==> src/rtl/comp2.sv <==
// comp2: registered 2-bit magnitude comparator with saturating outcome counters
module comp2 #(
  parameter int CNT_W = 8
) (
  input  logic             clk,
  input  logic             rst_n,
  input  logic             ina,
  input  logic             inb,
  input  logic             inc,
  input  logic             ind,
  input  logic             clr_cnt,
  output logic             outf1,
  output logic             outf2,
  output logic             outf3,
  output logic             out_valid,
  output logic [CNT_W-1:0] gt_cnt,
  output logic [CNT_W-1:0] eq_cnt,
  output logic [CNT_W-1:0] lt_cnt
);
  logic [1:0] rs;
  logic gt, eq, lt;
  assign gt = {ina, inb} > {inc, ind};
  assign eq = {ina, inb} == {inc, ind};
  assign lt = {ina, inb} < {inc, ind};
  // reset asserts immediately but releases only after two clean edges
  always_ff @(posedge clk or negedge rst_n)
    if (!rst_n) rs <= 2'b00;
    else rs <= {rs[0], 1'b1};
  always_ff @(posedge clk or negedge rst_n)
    if (!rst_n) begin
      {outf1, outf2, outf3, out_valid} <= 4'b0000;
      gt_cnt <= '0;
      eq_cnt <= '0;
      lt_cnt <= '0;
    end else if (rs[1]) begin
      {outf1, outf2, outf3} <= {gt, eq, lt};
      out_valid <= 1'b1;
      gt_cnt <= clr_cnt ? '0 : (gt && gt_cnt != '1) ? gt_cnt + 1'b1 : gt_cnt;
      eq_cnt <= clr_cnt ? '0 : (eq && eq_cnt != '1) ? eq_cnt + 1'b1 : eq_cnt;
      lt_cnt <= clr_cnt ? '0 : (lt && lt_cnt != '1) ? lt_cnt + 1'b1 : lt_cnt;
    end
endmodule

==> config.mk <==
export PLATFORM = sky130hd
export DESIGN_NAME = comp2
export DESIGN_NICKNAME = d
export VERILOG_FILES = /design/src/rtl/comp2.sv
export SDC_FILE = /design/constraint.sdc
export NUM_CORES = 1
export LEC_CHECK = 0
export CAP_MARGIN = 40
export CORE_MARGIN = 5
export CORE_UTILIZATION = 35
export CTS_CLUSTER_DIAMETER = 30
export DETAILED_ROUTE_END_ITERATION = 6
export GPL_TIMING_DRIVEN = 0
export HOLD_SLACK_MARGIN = 0.15
export SYNTH_ARGS = -nofsm -noshare
export SYNTH_HDL_FRONTEND = slang
export SYNTH_SLANG_ARGS = --single-unit
==> constraint.sdc <==
create_clock -name clk -period 1.4 [get_ports clk]
set_input_delay 0.14 -clock clk [delete_from_list [all_inputs] [get_ports clk]]
set_output_delay 0.14 -clock clk [all_outputs]
set_load 0.02 [all_outputs]
# Word level (Yosys, flattened, before mapping)
# Cells that the tools add are included.
[word_totals]
regBits = 30
out_inout_bits = 28
wordCells = 32
in_bits = 7
[classes]
magnitude_cmp = 2
muxes = 6
add_sub_neg = 3
n_reduce_logical = 9
n_eq_ne = 4
[ops]
columns = ["operator", "count"]
rows = [
  ["$mux 8", 6],
  ["$add 8x1->8 const B", 3],
  ["$ne 8x8->1 const B", 3],
  ["$reduce_and 2->1", 3],
  ["$reduce_bool 2->1", 3],
  ["$logic_and 1x1->1", 3],
  ["$eq 2x2->1", 1],
  ["$gt 2x2->1", 1],
  ["$lt 2x2->1", 1],
]

# Depth between registers and ports, before layout
# Gate-level depths: netlist (run 1).
[logic_depth]
ltp_word = 4
depth_mapped = 6
ltp_nobuf = 6

# Least setup slack after synthesis (run 1)
# No wires, ideal clock.
[synth_path]
kind = "register to register"
startpoint = "register lt_cnt[0]"
endpoint = "register lt_cnt[0]"
period_less_slack_ns = 1.663
t_required_ns = 1.261
setup_slack_ns = -0.263
setup_ns = 0.139
path_stages_with_launch = 6
t_arrival_ns = 1.524
n_path_buf = 0
cell_sequence = "dfrtp_1 > ha_1 > and3_1 > a211oi_4 > mux2i_1 > o22ai_1"
[synth_via]
elab_chain_len = 4
word_cells_on_any_way = 7
cone_classes = "1 x add/sub; 1 x eq/ne; 2 x mux; 3 x reduce/logical"
[synth_lines]
columns = ["item", "line_no", "source"]
rows = [
  ["from (decl)", "18", "output logic [CNT_W-1:0] lt_cnt"],
  ["from (signal assigned)", "40", "lt_cnt <= clr_cnt ? '0 : (lt && lt_cnt != '1) ? lt_cnt + 1'b1 : lt_cnt;"],
  ["branches (longest 4 deep; another with $add 8x1->8)", "-", ""],
]
# Parallel ways; which one is timed is not known. The select of a mux whose other input is x is not followed.
# A chain may end at the register's enable or synchronous reset.

# Worst setup path after layout (run 1)
[layout_path]
startpoint = "register lt_cnt[1]"
endpoint = "register lt_cnt[0]"
[layout_via]
elab_chain_len = 4
[layout_lines]
columns = ["item", "line_no"]
rows = [
  ["$ne 8x8->1", "40"],
  ["$logic_and 1x1->1", "40"],
  ["$reduce_bool 2->1 (no source line)", "-"],
  ["$reduce_and 2->1 (no source line)", "-"],
]
# No other way between the ends.

==> impl_metrics.yaml, run 1 <==
sta:
  tightest_slew_ns: 0.7254
  fin_crit_sh_pct: 108.9
  slew_headroom_pct: 51.64
  setup_ws_ns: -0.1249
  slew_viol_final: 0
  rsz0062_at_grt: "true"
  hold_violations: 0
  period_needed_ns: 1.525
  fmax_mhz: 655.8
  hold_ws_ns: 0.3576
  finalClockSkew_ns: 0.005051
  setup_viol: 10
worst_setup_path:
  slowest_delay_ns: 0.43
  crit_path_end: "lt_cnt[0]"
  critPathLaunch: "lt_cnt[1]"
  arrival_ns: 1.68
  end_kind: "flop"
  crit_fanout: 4
  slowest_stage: "dfrtp_2"
  r2r_slack_ns: -0.12
  crit_chain: "ha_4 > and3_4 > a211oi_4 > mux2i_1 > o22ai_1"
  reg2reg_to: "lt_cnt[0]"
  r2r_start: "lt_cnt[1]"
  r2r_cells: 5
  critPathBufInv: 0
  crit_type: "reg2reg"
  crit_family: "flip-flops"
  start_kind: "flop"
  worst-path-stages: 5
  required_ns: 1.55
drt:
  drtAntennaViolNets: 0
  wirelength_mm: 5.559
  met3_length_microns: 276
  drc: 0
  dr.pass1.iters: 4
  drt-met1-wl_mm: 2.417
  vias: 1740
  detail_route.wl_per_cell_microns: 17.48
  maxUsedRoutingLayer: "met4"
  viasPerCell: 5.472
  wl_met2_mm: 2.784
  drt_iter0_drc: 89
pwr:
  p_switching_uw: 905.6
  ir_worst_vdd_mv: 0.5546
  swShare_pct: 32.99
  p_leak_uw: 0.001182
  power.density_mw_per_mm2: 973.3
  p_comb_share_pct: 28.6
  intPower_uw: 1839
  clkPwrFrac_pct: 32.2
  seq_power_share_pct: 39.2
die:
  start_util_pct: 35.58
  num_io_pins: 35
  die_w_microns: 81.60
  die_y_microns: 81.60
  rows: 26
  die_area_sq_mm: 0.006659
  core_area_sq_mm: 0.005042
worst_hold_path:
  hp-class: "reg2reg"
finish:
  fin_util_pct: 55.93
  multi_input_area_sq_mm: 0.001264
  design_area_sq_mm: 0.002820
  diodes: 0
  syn2layout_area_growth_pct: 57.18
  register_area_sq_um: 777.0
  nets: 259
  nFillCells: 456
  drive_gt1_share_pct: 43.95
run_status:
  violations: "setup timing"
  status: "complete, but fails checks"
logic_synthesis:
  avgSynthCellArea_sq_um: 9.858
  ys_types: 56
  ys_seq_elements: 30
  netlist_area_sq_mm: 0.001794
  synth_area_leaders: "dfrtp_1 (42%), ha_1 (3.5%), mux2i_1 (3.3%)"
  synth_edf_count: 0
  synth_top_area_cell: "dfrtp_1"
  synth_top_area_share_pct: 41.84
  ys_warn_count: 0
  synth_cells: 182
  ys_top_cells_by_count: "dfrtp_1 (30), inv_1 (13), nand2_1 (9), nand3_1 (9)"
  synth_ff_type: "dfrtp_1"
  yosysMostFrequentCell: "dfrtp_1"
  synth_fp_nets: 194
  ys_async_sr_fraction_pct: 100.0
  synth_seq_area_share_pct: 41.84
clock_tree:
  clockRootBuffer: "clkbuf_8"
  tritoncts: "built"
  path_clk_slew_ns: 0.07
  ctsHtreeMaxLevel: 2
  clkSinkCount: 30
  cts_made_buffers: 5
  clock_latency_ns: 0.28
  clockBufferDepth: 2
place:
  hpwl_mm: 3.294
  io_buffers: 34
  pre_cts_ws_ns: -0.5961
  gp_congestion: 0.8486
  placed_area_sq_mm: 0.002322
job:
  maxCapViolCount: 0
global_route:
  grt_pass1_vias: 1670
  antenna_found_initial: 0
  grt_pass1_wl_mm: 8.259
  grt_overflow: 0
  grt_max_degree: 31
  grt.total_usage_pct: 15.94
through the flow:
stage               power [uW]  TNS [ns]  cells
floorplan                 1464   -0.4075    182
global placement          1742    -25.59    286
detailed placement        1751    -10.68    286
CTS                       2655   -0.4440    306
global route              2881    -1.554    318
finish                    2745   -0.6933    318
layout by cell type, fill, tap and decap left out, drive strengths merged, types with 3 or more instances in the layout:
| master | netlist | final |
|---|---|---|
| buf | 1 | 26 |
| o21ai | 8 | 8 |
| a41oi | 4 | 4 |
| nand2b | 6 | 6 |
| ha | 5 | 5 |
| o211ai | 3 | 3 |
| mux2i | 6 | 6 |
| clkbuf | 4 | 8 |
| nor2b | 6 | 6 |
| a211oi | 3 | 3 |
| and3 | 4 | 4 |
| o22ai | 7 | 7 |
| nand3 | 10 | 10 |
| dfrtp | 30 | 30 |
| nor3 | 5 | 5 |
| nor2 | 8 | 8 |
| nand4 | 3 | 3 |
| a41o | 3 | 3 |
| nor4 | 6 | 6 |
| dlygate4sd2 | 0 | 28 |
| inv | 14 | 14 |
| a21oi | 5 | 5 |
| and4 | 5 | 5 |
| nand2 | 9 | 9 |
layout make-up:
| type | count | area share [%] |
|---|---|---|
| plain buffers | 5 | 0.9760 |
| clock buffers | 5 | 2.440 |
| clock inverters | 3 | 1.420 |
| inverters | 14 | 1.863 |
| multi-input cells | 133 | 44.81 |
| flip-flops and latches | 30 | 27.55 |
| well taps | 70 | 3.106 |
| repair buffers | 58 | 17.83 |
cells by family after synthesis:
logic type               Yosys count  share of synthesized area, %
AND/OR/NAND/NOR                   68                         22.59
flip-flops                        30                         41.84
buffers and inverters             19                         4.044
multiplexers                       8                         4.603
adder cells (fa/ha/maj)            5                         3.487
other                              1                        0.2090
AO/OA/AOI/OAI                     51                         23.22
power by group through the flow:
| stage | Clock, uW | Sequential [uW] | Combinational [uW] |
|---|---|---|---|
| finish | 884 | 1080 | 785 |
| global route | 939 | 1090 | 852 |
| CTS | 887 | 1070 | 694 |
| detailed placement | 0 | 1100 | 650 |
| global placement | 0 | 1100 | 644 |
| floorplan | 0 | 1170 | 290 |
registers in the layout, summed over array words and instances, names as in the netlist:
register   cells
eq_cnt         8
gt_cnt         8
lt_cnt         8
out_valid      1
outf1          1
outf2          1
outf3          1
rs             2
worst min-delay path by stage:
stage	from	endpoint	slack [ns]	cells after the start
3_5_place_dp	rst_n	eq_cnt[2]	0.24	1
3_3_place_gp	rs[0]	rs[1]	0.33	0
2_1_floorplan	rst_n	eq_cnt[0]	-0.16	0
4_1_cts	rs[0]	rs[1]	0.36	0
5_1_grt	rs[0]	rs[1]	0.38	0
6_report	rs[0]	rs[1]	0.36	0
timing repair:
action / in CTS / in global routing
pin swaps: 14 / 18
setup endpoints to repair: 48 / 25
hold endpoints to repair: 30 / 0
hold buffers: 1 / 0
setup buffers: 11 / 12
resized for setup: 54 / 37
metal layers:
| metal | global-route usage, % | up-vias |
|---|---|---|
| met5 | 0 | - |
| met4 | 4.319 | 0 |
| met3 | 5.044 | 11 |
| met2 | 24.10 | 39 |
| met1 | 21.95 | 864 |
| li1 | - | 826 |
(Power assumes the default switching activity.)
==> inputs of run 2 (changes only) <==
--- a/config.mk
+++ b/config.mk
@@ -7,11 +7,13 @@
 export LEC_CHECK = 0
 export CAP_MARGIN = 40
 export CORE_MARGIN = 5
-export CORE_UTILIZATION = 35
+export CORE_UTILIZATION = 46
 export CTS_CLUSTER_DIAMETER = 30
 export DETAILED_ROUTE_END_ITERATION = 6
 export GPL_TIMING_DRIVEN = 0
-export HOLD_SLACK_MARGIN = 0.15
+export HOLD_SLACK_MARGIN = 0.12
+export PLACE_DENSITY = 0.75
+export SETUP_SLACK_MARGIN = 0.5
 export SYNTH_ARGS = -nofsm -noshare
 export SYNTH_HDL_FRONTEND = slang
 export SYNTH_SLANG_ARGS = --single-unit
==> run 2 against run 1 <==
The run ends with hold timing, setup timing left. Cell area increased by 17%. Core utilization grew 33 points. Clock skew grew 0.00072 ns. Power grew 9.5%. Sequential cell count is the same. Wire length up 32%. Maximum frequency shrank 4.8%. Final cell count increased by 4.1%. Global-route usage up 10 points. Setup slack worse by 0.076 ns.
==> impl_metrics.yaml, run 2 (synthesis results as in run 1) <==
clock_tree:
  cts_hold_buf: 0
  cts_made_buffers: 5
  tritoncts: "built"
  path_clk_slew_ns: 0.07
  clockRootBuffer: "clkbuf_8"
  clockBufferDepth: 2
  clock_latency_ns: 0.29
  ctsHtreeMaxLevel: 2
  clkSinkCount: 30
finish:
  final_cell_mix: "buf_6 (54), buf_4 (32), dfrtp_2 (23), inv_1 (11)"
  diodes: 0
  syn2layout_area_growth_pct: 83.33
  drive_gt1_share_pct: 65.02
  reg.largest.list: "eq_cnt (8), gt_cnt (8), lt_cnt (8)"
  nets: 294
  final_common_cell: "buf_6"
drt:
  drt_iter0_drc: 151
  maxUsedRoutingLayer: "met4"
  wirelength_mm: 7.342
  wl_met2_mm: 3.910
  vias: 2065
  detail_route.wl_per_cell_microns: 22.18
  drtAntennaViolNets: 0
  viasPerCell: 6.239
  drt-met1-wl_mm: 2.698
  dr.pass1.iters: 4
  drc: 0
  met3_length_microns: 468
sta:
  hold_ws_ns: -0.1255
  fmax_mhz: 624.6
  hold_violations: 12
  setup_viol: 20
  finalClockSkew_ns: 0.005774
  final.setup.tns_ns: -1.564
  setup_ws_ns: -0.2011
  period_needed_ns: 1.601
  rsz0062_at_grt: "true"
  tightest_slew_ns: 0.6781
  fin_crit_sh_pct: 114.4
  slew_headroom_pct: 54.72
  slew_viol_final: 0
worst_setup_path:
  crit_fanout: 4
  end_kind: "flop"
  crit_chain: "ha_4 > and3_4 > a211oi_4 > buf_4 > a41o_1 > nor2_1"
  arrival_ns: 1.77
  critPathLaunch: "lt_cnt[0]"
  r2r_start: "lt_cnt[0]"
  crit_type: "reg2reg"
  slowest_stage: "dfrtp_2"
  r2r_cells: 6
  r2r_slack_ns: -0.20
  reg2reg_to: "lt_cnt[5]"
  required_ns: 1.57
  slowest_delay_ns: 0.43
  start_kind: "flop"
  crit_path_end: "lt_cnt[5]"
global_route:
  grt_overflow: 0
  grt.total_usage_pct: 26.04
  grt_max_degree: 19
  grt_pass1_wl_mm: 10.49
  antenna_found_initial: 0
  grt_pass1_vias: 2103
die:
  die_w_microns: 72.46
  start_util_pct: 48.28
  die_area_sq_mm: 0.005250
  core_area_sq_mm: 0.003716
  num_io_pins: 35
  die_y_microns: 72.46
  rows: 22
place:
  gp_congestion: 0.8563
  io_buffers: 34
  hpwl_mm: 3.638
run_status:
  status: "complete, but fails checks"
  violations: "hold timing, setup timing"
worst_hold_path:
  hp-class: "in2async"
pwr:
  p_leak_uw: 0.001386
  power.density_mw_per_mm2: 913.4
  ir_worst_vdd_mv: 0.7008
job:
  maxCapViolCount: 0
## run 2: changes by cell type in the layout (fill, tap and decap cells not counted), moves of 4 or more
| cell | before | now |
|---|---|---|
| o21ai_2 | 0 | 4 |
| buf_4 | 20 | 32 |
| buf_6 | 4 | 54 |
| dlygate4sd2_1 | 28 | 0 |
## run 2: per-stage QoR
stage / utilization [%] / power, uW / cells / instance area, sq um / worst slack [ns]
after floorplan: - / 1500 / 182 / 2008 / -0.1470
final: 88.52 / 3005 / 331 / 3289 / -0.2011
after global routing: 88.52 / 3149 / 331 / 3289 / -0.2467
after CTS: 80.67 / 2801 / 309 / 2998 / -0.1354
after detailed placement: 65.22 / 1807 / 265 / 2424 / -0.7525
after global placement: 64.81 / 1765 / 264 / 2409 / -0.7438
## run 2: cell type report
cell class | count | area [sq um]
multi-input combinational | 133 | 1294
tap | 48 | 60.06
sequential | 30 | 779.5
clock inverter | 2 | 12.51
buffer | 5 | 71.32
clock buffer | 6 | 82.58
timing repair buffer | 93 | 924.6
fill | 164 | 426.7
inverter | 14 | 65.06
## run 2: power breakdown
part | total [uW] | switching (uW) | internal, uW | leakage (uW)
clock | 745 | 350 | 395 | 0.0000472
combinational | 1190 | 574 | 617 | 0.000978
sequential | 1070 | 110 | 959 | 0.000360
total | 3000 | 1030 | 1970 | 0.00139
## run 2: worst min-delay path by stage
stage	from	endpoint	slack, ns	depth (start not counted)
finish	rst_n	outf3	-0.13	1
global route	rst_n	lt_cnt[5]	-0.07	1
CTS	rst_n	outf3	0.26	1
detailed placement	rs[0]	rs[1]	0.34	0
global placement	rs[0]	rs[1]	0.34	0
floorplan	rst_n	eq_cnt[0]	-0.16	0
## run 2: what timing repair did
item	4_1_cts	5_1_grt
buffers inserted	35	21
endpoints found under the setup margin	56	74
endpoints found under the hold margin	0	12
pin swaps	28	23
cloned	1	1
gates resized for setup	225	29
## run 2: worst max-delay path: cells and delay by family, from the launching register on
| kind | cells | cell delay, ns |
|---|---|---|
| flops | 1 | 0.43 |
| simple gates | 2 | 0.21 |
| buf+inv | 1 | 0.17 |
| fa+ha+maj | 1 | 0.18 |
| compound gates | 2 | 0.48 |
## run 2: layer usage
| layer | vias to the layer above | GRT usage (%) |
|---|---|---|
| li1 | 901 | - |
| met1 | 1042 | 30.17 |
| met2 | 96 | 45.80 |
| met3 | 26 | 4.709 |
| met4 | 0 | 13.11 |
| met5 | - | 0 |
==> inputs of run 3 (changes only) <==
--- a/config.mk
+++ b/config.mk
@@ -7,12 +7,12 @@
 export LEC_CHECK = 0
 export CAP_MARGIN = 40
 export CORE_MARGIN = 5
-export CORE_UTILIZATION = 46
+export CORE_UTILIZATION = 51
 export CTS_CLUSTER_DIAMETER = 30
 export DETAILED_ROUTE_END_ITERATION = 6
 export GPL_TIMING_DRIVEN = 0
 export HOLD_SLACK_MARGIN = 0.12
-export PLACE_DENSITY = 0.75
+export PLACE_DENSITY = 0.79
 export SETUP_SLACK_MARGIN = 0.5
 export SYNTH_ARGS = -nofsm -noshare
 export SYNTH_HDL_FRONTEND = slang
==> constraint.sdc (replaced) <==
create_clock -name clk -period 1.55 [get_ports clk]
set_input_delay 0.155 -clock clk [delete_from_list [all_inputs] [get_ports clk]]
set_output_delay 0.155 -clock clk [all_outputs]
set_load 0.02 [all_outputs]
==> run 3 against run 2 <==
Synthesized cell count unchanged. Synthesized area unchanged. The run now fails in 5_1_grt.
==> impl_metrics.yaml, run 3 <==
place:
  io_buffers: 34
  place_inst: 263
  hpwl_mm: 3.524
  gp_congestion: 0.8109
clock_tree:
  clockRootBuffer: "clkbuf_4"
  cts_hold_buf: 0
  clkSinkCount: 30
  cts_made_buffers: 5
  ctsHtreeMaxLevel: 2
  clockBufferDepth: 2
logic_synthesis:
  ys_warn_count: 0
  synth_area_leaders: "dfrtp_1 (42%), ha_1 (3.5%), mux2i_1 (3.3%)"
  synth_edf_count: 0
  synth_top_area_cell: "dfrtp_1"
  yosysMostFrequentCell: "dfrtp_1"
  synth_fp_nets: 194
  synth_top_area_share_pct: 41.84
  synth_ff_type: "dfrtp_1"
  ys_types: 56
  netlist_area_sq_mm: 0.001794
  ys_seq_elements: 30
  synth_cells: 182
  avgSynthCellArea_sq_um: 9.858
  ys_top_cells_by_count: "dfrtp_1 (30), inv_1 (13), nand2_1 (9), nand3_1 (9)"
  ys_async_sr_fraction_pct: 100.0
  synth_seq_area_share_pct: 41.84
die:
  die_w_microns: 69.32
  num_io_pins: 35
  die_y_microns: 69.32
  start_util_pct: 53.35
  rows: 21
sta:
  grt-worst-endpoint: "lt_cnt[0]$_DFFE_PN0P_/D"
  endpoint_type: "register data pin"
run_status:
  status: "did not finish"
  stop_stage: "5_1_grt"
  error_line: "[ERROR DPL-0038] Utilization greater than 100%, impossible to legalize"
global_route:
  grt_max_degree: 17
-- run 3: cell counts after synthesis --
Identical to the previous run, type by type.
-- run 3: logic make-up after synthesis --
| kind of cell | count (synthesis) | synth area share [%] |
|---|---|---|
| buffers and inverters | 19 | 4.044 |
| multiplexers | 8 | 4.603 |
| AO/OA/AOI/OAI | 51 | 23.22 |
| adder cells (fa/ha/maj) | 5 | 3.487 |
| flip-flops | 30 | 41.84 |
| AND/OR/NAND/NOR | 68 | 22.59 |
| other | 1 | 0.2090 |
-- run 3: what timing repair did --
item,in CTS
setup buffers,54
pin swaps,20
gates cloned,1
setup endpoints to repair,56
gates resized for setup,199
-- run 3: stage by stage --
step	area [sq um]	TNS, ns	setup WS [ns]	hold slack, ns	utilization (%)
after detailed placement	2417	-10.65	-0.6329	0.3355	71.88
after global placement	2402	-17.49	-0.6354	0.3336	71.43
after CTS	3087	0	0.003948	0.2691	91.78
after floorplan	2004	0	0.003009	-0.1406	-
==> inputs of run 4 (changes only) <==
==> config.mk (replaced) <==
export PLATFORM = sky130hd
export DESIGN_NAME = comp2
export DESIGN_NICKNAME = d
export VERILOG_FILES = /design/src/rtl/comp2.sv
export SDC_FILE = /design/constraint.sdc
export NUM_CORES = 1
export LEC_CHECK = 0
export CAP_MARGIN = 40
export CORE_MARGIN = 5
export CORE_UTILIZATION = 40
export DETAILED_ROUTE_END_ITERATION = 6
export GPL_TIMING_DRIVEN = 0
export PLACE_DENSITY_LB_ADDON = 0.15
export SYNTH_ARGS = -nofsm -noshare
export SYNTH_HDL_FRONTEND = slang
export SYNTH_SLANG_ARGS = --single-unit
==> run 4 against run 3 <==
The flow now finishes without violations.
==> impl_metrics.yaml, run 4 (synthesis results as in run 1) <==
die:
  die_area_sq_mm: 0.005925
  die_w_microns: 76.98
  core_area_sq_mm: 0.004354
  die_y_microns: 76.98
  rows: 24
  start_util_pct: 41.21
  num_io_pins: 35
finish:
  reg.largest.list: "eq_cnt (8), gt_cnt (8), lt_cnt (8)"
  nets: 244
  final_cell_mix: "dfrtp_1 (23), clkdlybuf4s50_1 (16), inv_1 (12), dlygate4sd2_1 (10)"
  syn2layout_area_growth_pct: 38.91
  design_area_sq_mm: 0.002492
  fin_util_pct: 57.24
  final_common_cell: "dfrtp_1"
  drive_gt1_share_pct: 24.46
  diodes: 0
sta:
  tightest_slew_ns: 0.6760
  rsz0062_at_grt: "true"
  slew_viol_final: 0
  setup_ws_ns: 0.01001
  finalClockSkew_ns: 0.007101
  fmax_mhz: 649.4
  period_needed_ns: 1.540
  hold_violations: 0
  fin_crit_sh_pct: 99.35
  slew_headroom_pct: 54.79
  setup_viol: 0
global_route:
  grt_max_degree: 18
  grt_pass1_wl_mm: 7.907
  grt_pass1_vias: 1631
  grt.total_usage_pct: 16.32
  antenna_found_initial: 0
  grt_overflow: 0
drt:
  drt_iter0_drc: 109
  wirelength_mm: 4.755
  dr.pass1.iters: 4
  drc: 0
  viasPerCell: 5.828
  drtAntennaViolNets: 0
  detail_route.wl_per_cell_microns: 16.68
  vias: 1661
worst_setup_path:
  crit_chain: "ha_4 > and3_4 > a211oi_4 > buf_4 > a41o_1 > nor2_1"
  end_kind: "flop"
  crit_type: "reg2reg"
  r2r_cells: 6
  r2r_start: "lt_cnt[1]"
  reg2reg_to: "lt_cnt[5]"
  slowest_stage: "dfrtp_2"
  crit_fanout: 4
  slowest_delay_ns: 0.43
  start_kind: "flop"
  required_ns: 1.72
  arrival_ns: 1.71
  r2r_slack_ns: 0.01
clock_tree:
  clockBufferDepth: 2
  clock_latency_ns: 0.28
  clockRootBuffer: "clkbuf_8"
  tritoncts: "built"
  clkSinkCount: 30
  ctsHtreeMaxLevel: 2
  cts_hold_buf: 0
  path_clk_slew_ns: 0.06
  cts_made_buffers: 5
place:
  io_buffers: 34
  pre_cts_ws_ns: -0.5584
  gp_congestion: 0.7883
  hpwl_mm: 3.350
  placed_area_sq_mm: 0.002247
pwr:
  power.density_mw_per_mm2: 881.5
  p_total_uw: 2197
  p_leak_uw: 0.001125
  ir_worst_vdd_mv: 0.5804
worst_hold_path:
  hp-class: "in2async"
job:
  maxCapViolCount: 0
run_status:
  status: "complete, no violations"
run 4: cell type report:
class                      count  area [sq um]
buffer                         5         22.52
clock buffer                   8         80.08
fill                         386          1862
inverter                      14         52.55
multi-input combinational    133          1090
sequential                    30         759.5
tap                           52         65.06
timing repair buffer          43         422.9
run 4: worst max-delay path by stage:
stage / endpoint / depth (start not counted) / slack (ns) / start
after floorplan: lt_cnt[0] / 5 / -0.009 / lt_cnt[0]
after global placement: lt_cnt[3] / 7 / -0.54 / inc
after detailed placement: lt_cnt[3] / 7 / -0.56 / inc
after CTS: lt_cnt[0] / 5 / -0.02 / lt_cnt[0]
after global routing: lt_cnt[5] / 6 / -0.06 / lt_cnt[1]
final: lt_cnt[5] / 6 / 0.01 / lt_cnt[1]
run 4: worst max-delay path: cells and delay by family (launching register included):
family | cells | cell delay (ns)
AOI/OAI and AO/OA | 2 | 0.43
buffers and inverters | 1 | 0.17
and+or+nand+nor | 2 | 0.22
DFF | 1 | 0.43
adders and majority gates | 1 | 0.18
run 4: power breakdown:
group	switching, uW	internal [uW]	leakage [uW]
logic	333	299	0.000700
registers	103	862	0.000386
clock network	281	318	0.0000395
total	717	1480	0.00113
run 4: per-stage QoR:
step | instances | setup TNS, ns | hold slack (ns)
after floorplan | 182 | -0.008779 | -0.1406
after global placement | 268 | -17.60 | 0.3341
after detailed placement | 269 | -9.601 | 0.3504
after CTS | 283 | -0.03919 | 0.3080
after global routing | 285 | -0.1319 | 0.3316
final | 285 | 0 | 0.2873
run 4: routing by layer:
metal,share of wire [%],track usage (%),wire [microns],vias to the layer above
li1,-,-,-,806
met1,46,21.43,2178,818
met2,49,26.15,2310,32
met3,4.6,5.152,219,5
met4,0.97,3.952,46,0
met5,0,0,0,-
run 4: repair_timing:
action	CTS	global route
setup buffers	6	2
resized for setup	19	20
pin swaps	8	5
endpoints found under the setup margin	28	20
